File: config.mk
export PLATFORM = sky130hd
export DESIGN_NAME = ex_muldiv
export DESIGN_NICKNAME = d
export VERILOG_FILES = /design/src/rtl/ex_muldiv.sv
export SDC_FILE = /design/constraint.sdc
export NUM_CORES = 1
export LEC_CHECK = 0
export ABC_AREA = 1
export CAP_MARGIN = 20
export CORE_MARGIN = 2
export CORE_UTILIZATION = 40
export DETAILED_ROUTE_END_ITERATION = 10
export GPL_TIMING_DRIVEN = 0
export HOLD_SLACK_MARGIN = 0.02
export PLACE_DENSITY = 0.64
export SKIP_CTS_REPAIR_TIMING = 1
export SLEW_MARGIN = 10
export SYNTH_ARGS = -nofsm -noshare
export SYNTH_HDL_FRONTEND = slang
export SYNTH_SLANG_ARGS = --single-unit
File: constraint.sdc
create_clock -name clk -period 7.7 [get_ports clk]
set_clock_uncertainty 0.2 [all_clocks]
set_input_delay 2.31 -clock clk [delete_from_list [all_inputs] [get_ports clk]]
set_output_delay 2.31 -clock clk [all_outputs]
set_load 0.02 [all_outputs]
File: src/rtl/ex_muldiv.sv
// ex_muldiv: iterative MIPS32 multiply/divide unit with HI/LO registers.
// MULT/MULTU use radix-2 shift-add and DIV/DIVU use restoring division.
// Each runs one iteration per cycle, and a final FIX cycle applies the
// sign correction. Divide by zero finishes in one cycle via ZDIV.
// Optional build macro EX_MULDIV_FASTMUL_EN replaces the iterative
// multiply with a single-cycle 64-bit product. Divide is unchanged.
module ex_muldiv #(
    parameter int SIZE     = 32,
    parameter int SIZE_FNC = 6
) (
    input  logic                clk,
    input  logic                rst_n,
    input  logic                op_valid,
    input  logic [SIZE_FNC-1:0] funcion,
    input  logic [SIZE-1:0]     rs_data,
    input  logic [SIZE-1:0]     rt_data,
    output logic                stall,
    output logic                busy,
    output logic [SIZE-1:0]     result,
    output logic [SIZE-1:0]     hi,
    output logic [SIZE-1:0]     lo
);

    localparam int CW = $clog2(SIZE);
    localparam logic [CW-1:0] CNT_LAST = CW'(SIZE - 1);

    localparam logic [SIZE_FNC-1:0] F_MFHI  = SIZE_FNC'('h10);
    localparam logic [SIZE_FNC-1:0] F_MTHI  = SIZE_FNC'('h11);
    localparam logic [SIZE_FNC-1:0] F_MFLO  = SIZE_FNC'('h12);
    localparam logic [SIZE_FNC-1:0] F_MTLO  = SIZE_FNC'('h13);
    localparam logic [SIZE_FNC-1:0] F_MULT  = SIZE_FNC'('h18);
    localparam logic [SIZE_FNC-1:0] F_MULTU = SIZE_FNC'('h19);
    localparam logic [SIZE_FNC-1:0] F_DIV   = SIZE_FNC'('h1A);
    localparam logic [SIZE_FNC-1:0] F_DIVU  = SIZE_FNC'('h1B);

    typedef enum logic [2:0] {
        S_IDLE,
        S_MUL,
        S_DIV,
        S_FIX,
        S_ZDIV
    } state_t;

    state_t          state_q, state_d;
    logic [CW-1:0]   cnt_q, cnt_d;
    logic            busy_q, busy_d;
    logic [SIZE-1:0] hi_q, hi_d;
    logic [SIZE-1:0] lo_q, lo_d;
    // Working register: {partial product} for multiply, {remainder, quotient} for divide.
    logic [2*SIZE-1:0] acc_q, acc_d;
    // Multiplicand or divisor magnitude.
    logic [SIZE-1:0] opb_q, opb_d;
    logic            neg_res_q, neg_res_d;
    logic            neg_rem_q, neg_rem_d;
    logic            is_div_q, is_div_d;

    logic            md_class;
    logic            accept;
    logic            is_signed;
    logic            rs_neg, rt_neg;
    logic [SIZE-1:0] rs_mag, rt_mag;

    logic [SIZE:0]     mul_sum;
    logic [2*SIZE-1:0] mul_next;
    logic [SIZE:0]     div_shift;
    logic [SIZE+1:0]   div_diff;
    logic              div_ge;
    logic [2*SIZE-1:0] div_next;

    logic [2*SIZE-1:0] prod_fix;
    logic [SIZE-1:0]   quo_fix, rem_fix;

    // Decode, operand magnitudes, and the handshake seen by the hazard logic
    always_comb begin
        md_class  = op_valid && (funcion inside {F_MFHI, F_MTHI, F_MFLO, F_MTLO,
                                                 F_MULT, F_MULTU, F_DIV, F_DIVU});
        accept    = md_class && !busy_q;
        stall     = md_class && busy_q;
        is_signed = (funcion == F_MULT) || (funcion == F_DIV);
        rs_neg    = is_signed && rs_data[SIZE-1];
        rt_neg    = is_signed && rt_data[SIZE-1];
        rs_mag    = rs_neg ? (~rs_data + 1'b1) : rs_data;
        rt_mag    = rt_neg ? (~rt_data + 1'b1) : rt_data;
    end

    // MFHI/MFLO read the architectural registers with no wait cycle
    always_comb begin
        result = '0;
        if (op_valid && !busy_q) begin
            if (funcion == F_MFHI) result = hi_q;
            else if (funcion == F_MFLO) result = lo_q;
        end
    end

    // One shift-add step and one restoring-divide step, plus the final sign fix
    always_comb begin
        // Multiply: add the multiplicand when the low bit is set, then shift right with carry.
        mul_sum  = {1'b0, acc_q[2*SIZE-1:SIZE]} + (acc_q[0] ? {1'b0, opb_q} : '0);
        mul_next = {mul_sum, acc_q[SIZE-1:1]};
        // Divide: shift the next dividend bit into the remainder and trial-subtract.
        div_shift = {acc_q[2*SIZE-1:SIZE], acc_q[SIZE-1]};
        div_diff  = {1'b0, div_shift} - {2'b00, opb_q};
        div_ge    = !div_diff[SIZE+1];
        div_next  = {(div_ge ? div_diff[SIZE-1:0] : div_shift[SIZE-1:0]),
                     acc_q[SIZE-2:0], div_ge};
        prod_fix  = neg_res_q ? (~acc_q + 1'b1) : acc_q;
        quo_fix   = neg_res_q ? (~acc_q[SIZE-1:0] + 1'b1) : acc_q[SIZE-1:0];
        rem_fix   = neg_rem_q ? (~acc_q[2*SIZE-1:SIZE] + 1'b1) : acc_q[2*SIZE-1:SIZE];
    end

    // Next-state logic for the FSM, counter, working registers and HI/LO
    always_comb begin
        state_d   = state_q;
        cnt_d     = cnt_q;
        busy_d    = busy_q;
        hi_d      = hi_q;
        lo_d      = lo_q;
        acc_d     = acc_q;
        opb_d     = opb_q;
        neg_res_d = neg_res_q;
        neg_rem_d = neg_rem_q;
        is_div_d  = is_div_q;
        case (state_q)
            S_IDLE: begin
                if (accept) begin
                    case (funcion)
                        F_MTHI: hi_d = rs_data;
                        F_MTLO: lo_d = rs_data;
                        F_MULT, F_MULTU: begin
                            busy_d    = 1'b1;
                            cnt_d     = '0;
                            is_div_d  = 1'b0;
`ifdef EX_MULDIV_FASTMUL_EN
                            // Sign-extended operands give the signed product in the low 2*SIZE bits.
                            acc_d     = {{SIZE{rs_neg}}, rs_data} * {{SIZE{rt_neg}}, rt_data};
                            neg_res_d = 1'b0;
                            state_d   = S_FIX;
`else
                            acc_d     = {{SIZE{1'b0}}, rt_mag};
                            opb_d     = rs_mag;
                            neg_res_d = rs_neg ^ rt_neg;
                            state_d   = S_MUL;
`endif
                        end
                        F_DIV, F_DIVU: begin
                            busy_d = 1'b1;
                            cnt_d  = '0;
                            if (rt_data == '0) begin
                                // Keep the raw dividend; it becomes HI unchanged.
                                acc_d   = {{SIZE{1'b0}}, rs_data};
                                state_d = S_ZDIV;
                            end else begin
                                acc_d     = {{SIZE{1'b0}}, rs_mag};
                                opb_d     = rt_mag;
                                neg_res_d = rs_neg ^ rt_neg;
                                neg_rem_d = rs_neg;
                                is_div_d  = 1'b1;
                                state_d   = S_DIV;
                            end
                        end
                        default: ;
                    endcase
                end
            end
            S_MUL: begin
                acc_d = mul_next;
                cnt_d = cnt_q + 1'b1;
                if (cnt_q == CNT_LAST) state_d = S_FIX;
            end
            S_DIV: begin
                acc_d = div_next;
                cnt_d = cnt_q + 1'b1;
                if (cnt_q == CNT_LAST) state_d = S_FIX;
            end
            S_FIX: begin
                if (is_div_q) begin
                    hi_d = rem_fix;
                    lo_d = quo_fix;
                end else begin
                    hi_d = prod_fix[2*SIZE-1:SIZE];
                    lo_d = prod_fix[SIZE-1:0];
                end
                busy_d  = 1'b0;
                state_d = S_IDLE;
            end
            S_ZDIV: begin
                hi_d    = acc_q[SIZE-1:0];
                lo_d    = '1;
                busy_d  = 1'b0;
                state_d = S_IDLE;
            end
            default: begin
                busy_d  = 1'b0;
                state_d = S_IDLE;
            end
        endcase
    end

    // State registers; reset abandons any operation in flight
    always_ff @(posedge clk or negedge rst_n) begin
        if (!rst_n) begin
            state_q   <= S_IDLE;
            cnt_q     <= '0;
            busy_q    <= 1'b0;
            hi_q      <= '0;
            lo_q      <= '0;
            acc_q     <= '0;
            opb_q     <= '0;
            neg_res_q <= 1'b0;
            neg_rem_q <= 1'b0;
            is_div_q  <= 1'b0;
        end else begin
            state_q   <= state_d;
            cnt_q     <= cnt_d;
            busy_q    <= busy_d;
            hi_q      <= hi_d;
            lo_q      <= lo_d;
            acc_q     <= acc_d;
            opb_q     <= opb_d;
            neg_res_q <= neg_res_d;
            neg_rem_q <= neg_rem_d;
            is_div_q  <= is_div_d;
        end
    end

    assign busy = busy_q;
    assign hi   = hi_q;
    assign lo   = lo_q;

endmodule

==> summary.md <==
| Metric | Value |
|---|---|
| Number of filler cells placed in the layout | `between 5000 and 6000` |
| Total I/O pin count | `between 150 and 200` |
| Worst setup startpoint | `funcion[2]` |
| Global-route wire length before repair | `142 mm` |
| Count of endpoints failing hold in the final timing report | `0` |
| Most frequent cells after synthesis | `917 x nand2_1, 440 x nor2_1, 395 x nand3_1` |
| Hold_ws | `approximately 0.32 ns` |
| Avg Inst Size Synth | `roughly 6 um^2` |
| Source-to-sink clock delay at the later pin of the worst-skew pair | `0.48 ns` |
| Max transition margin | `39.9%` |
| Crit-path max FO | `10` |
| Count of standard-cell rows | `80` |
| CTS H-tree depth | `4` |
| Data arrival time at the worst-slack endpoint | `~5 ns` |
| Sum of internal, switching and leakage power | `~11000 uW` |
| Mean number of vias per cell | `5.79` |
| Worst Tran Pin Value | `about 0.9 ns` |
| Category of the worst setup path capture point | `primary output` |
| Vertical die dimension | `roughly 220 um` |
| WL final | `between 90 and 100 mm` |
| Register area | `~0.0043 mm^2` |
| Setup repair after global routing missed its margin | `false` |
| Clock period minus final worst setup slack | `~7.5 ns` |
| Number of antenna-violating nets in the routed design | `0` |
| Die area | `0.0496 mm^2` |
| F_max | `approximately 0.13 GHz` |
| Final Max Slew Viols | `0` |
| Worst path bufs/invs | `3` |
| Cells after Synth | `3238` |
| Data required time of the critical path | `5.19 ns` |
| Synth async-reset ratio | `100%` |
| Cell area after technology mapping | `between 0.015 and 0.02 mm^2` |
| Worst hold path class | `reg -> reg` |
| Total via count in the routed design | `23494` |
| Clock buffers created by TritonCTS | `17` |
| TritonCTS clock tree | `yes` |
| Number of buffer cells added on primary ports | `between 150 and 200` |
| Remaining global-route overflow | `0` |
| Top cells by area, synth | `dfrtp_1 23%, nand2_1 18%, nand3_1 10%, nor2_1 8.6%, inv_1 7.2%` |
| Register-to-register setup slack | `between 4 and 5 ns` |
| Path type of the worst setup path | `in -> out` |
| Placeable core region | `between 0.04 and 0.05 mm^2` |
| Number of nets at the end of the flow | `between 3000 and 4000` |
| Critical path depth in cells | `8` |
| Length in cells of the worst reg-to-reg path | `17` |
| Number of iterations in the first detailed-routing pass | `8` |
| Capturing element of the worst setup path | `result[8]` |
| Max_cap viols | `0` |
| Status | `complete, no violations` |
| Area growth from synthesis to final layout | `16.5%` |
| Synthesized netlist net count | `~3400` |
| Kind of cell adding the most delay to the critical path | `buffers and inverters` |
| R2r endpoint | `acc_q[61]$_DFFE_PN0P_` |
| RD Place Congestion | `slightly above 1` |
| Type of origin of the critical path | `primary input` |
| Power density of the placed cells | `~490 mW/mm^2` |
| Cell repeated most along the worst path | `clkdlybuf4s50_1` |
| Largest vdd supply drop | `around 180 uV` |
| Distinct cell type count of the synthesized netlist | `56` |
| Setup total negative slack | `0 ns` |
| Area share of the leading cell type in the synthesized netlist | `a little under a quarter` |
| Number of flops mapped to enable cells by yosys | `0` |
| Initial antenna violation count | `4` |
| Width of the chip | `223 um` |
| Count of routing violations after the opening detailed-route iteration | `just under 3000` |
| Main synth FF type | `dfrtp_1` |
| CTS Root Buffer Type | `clkbuf_16` |
| Final worst-path cycle share | `just under 100%` |
| Slowest CP cell | `clkdlybuf4s50_1` |
| Pin count of the biggest net entering global routing | `73` |
| Most area-hungry cell type in the Yosys netlist | `dfrtp_1` |
| Number of global-route vias before repair | `about 21000` |
| Max Root-Sink Buffers | `2` |
| Ordered cell list for the critical path | `clkdlybuf4s50_1 -> nor3_4 -> nand2_2 -> nor3_2 -> clkbuf_1 -> nand2_1 -> a21oi_1 -> clkdlybuf4s50_1` |
| Total leakage power | `~0.010 uW` |
| Combined global-route utilization of all metal layers | `38.9%` |
| Beginning of the worst register-to-register path | `acc_q[0]$_DFFE_PN0P_` |
| Multi-input combinational cell area | `~0.013 mm^2` |
| Starting density of the core | `40.3%` |
| WL per Instance | `about 24 um` |
| Final number of setup-violating endpoints | `0` |
| Post-route DRC | `0` |
| Layout cell share with drive strength beyond 1 | `6.97%` |
| Yosys warning total | `0` |
| Register clock-pin slew on the reported worst setup and hold paths | `roughly 0.07 ns` |
| Part of the Yosys area used for sequential elements | `roughly 23%` |
| Worst path max stage delay | `~0.63 ns` |
| Dominant cell by count in the synthesized netlist | `nand2_1` |
| Seq cells post-synth | `around 170` |
| Number of sinks on the clock net | `about 170` |
| Post-DP HPWL | `~82 mm` |
==> worst min-delay path by stage <==
stage | from | to | cells past startpoint | slack (ns)
after global placement | cnt_q[4]$_DFFE_PN0P_ | cnt_q[4]$_DFFE_PN0P_ | 1 | 0.29
after CTS | cnt_q[4]$_DFFE_PN0P_ | cnt_q[4]$_DFFE_PN0P_ | 1 | 0.32
after detailed placement | cnt_q[4]$_DFFE_PN0P_ | cnt_q[4]$_DFFE_PN0P_ | 1 | 0.30
after floorplan | cnt_q[4]$_DFFE_PN0P_ | cnt_q[4]$_DFFE_PN0P_ | 1 | 0.27
after global routing | cnt_q[4]$_DFFE_PN0P_ | cnt_q[4]$_DFFE_PN0P_ | 1 | 0.34
final | lo[1]$_DFFE_PN0P_ | lo[1]$_DFFE_PN0P_ | 2 | 0.32
==> routing by layer <==
| layer | vias to the layer above | wire length [um] | global-route usage (%) |
|---|---|---|---|
| met5 | - | 0 | 0 |
| met4 | 0 | 4010 | 15.9 |
| li1 | 10985 | - | - |
| met3 | 172 | 9480 | 8.24 |
| met1 | 11126 | 43400 | 55.1 |
| met2 | 1211 | 41100 | 57.1 |
==> worst min-delay path, stage by stage, from the launching register on <==
cell	delay, ns
dfrtp_1	0.37
nand2_1	0.05
o21ai_0	0.06
==> power breakdown <==
| group | switching (uW) | internal, uW | total [uW] |
|---|---|---|---|
| Combinational | 5410 | 2470 | 7880 |
| Clock | 438 | 526 | 964 |
| Sequential | 767 | 1370 | 2140 |
==> area by class of cell <==
type                       instances  area share [%]
clock inverter                    14           0.803
clock buffer                      18            1.97
multi-input combinational       2558            57.2
tap                              615            3.45
antenna                            2          0.0225
sequential                       172            19.3
buffer                           120            2.75
inverter                         388            6.55
timing repair buffer             172            7.91
==> metrics by stage <==
step	cells	util [%]	area, um^2	worst slack, ns
2_1_floorplan	3238	-	19100	1.61
3_3_place_gp	4023	45.5	21600	-3.50
3_5_place_dp	4025	45.6	21600	0.0158
4_1_cts	4057	46.9	22300	0.0124
5_1_grt	4057	46.9	22300	0.0542
6_report	4059	47.0	22300	0.193
==> kinds of logic after synthesis <==
| kind of cell | synth area share (%) |
|---|---|
| buffers and inverters | 10.8 |
| adders and majority gates | 4.79 |
| AOI/OAI and AO/OA | 16.8 |
| DFF | 22.5 |
| xor gates and xnor gates | 1.83 |
| and+or+nand+nor | 43.2 |
==> registers in the layout, indices dropped and copies added (netlist names) <==
name and count:
neg_res_q 1, opb_q 32, acc_q 64, busy 1
state_q 3, cnt_q 5, is_div_q 1, neg_rem_q 1
lo 32, hi 32
==> layout by cell type, fill, tap and decap left out, types with 42 or more instances in the layout <==
| cell type | count |
|---|---|
| nor2_1 | 440 |
| nand2_1 | 917 |
| clkdlybuf4s50_1 | 169 |
| clkbuf_1 | 45 |
| dfrtp_1 | 172 |
| nand3_1 | 395 |
| buf_2 | 49 |
| nor3_1 | 42 |
| a21oi_1 | 224 |
| o21ai_0 | 135 |
| ha_1 | 70 |
| inv_1 | 365 |
Power figures use the tool's default switching activity.
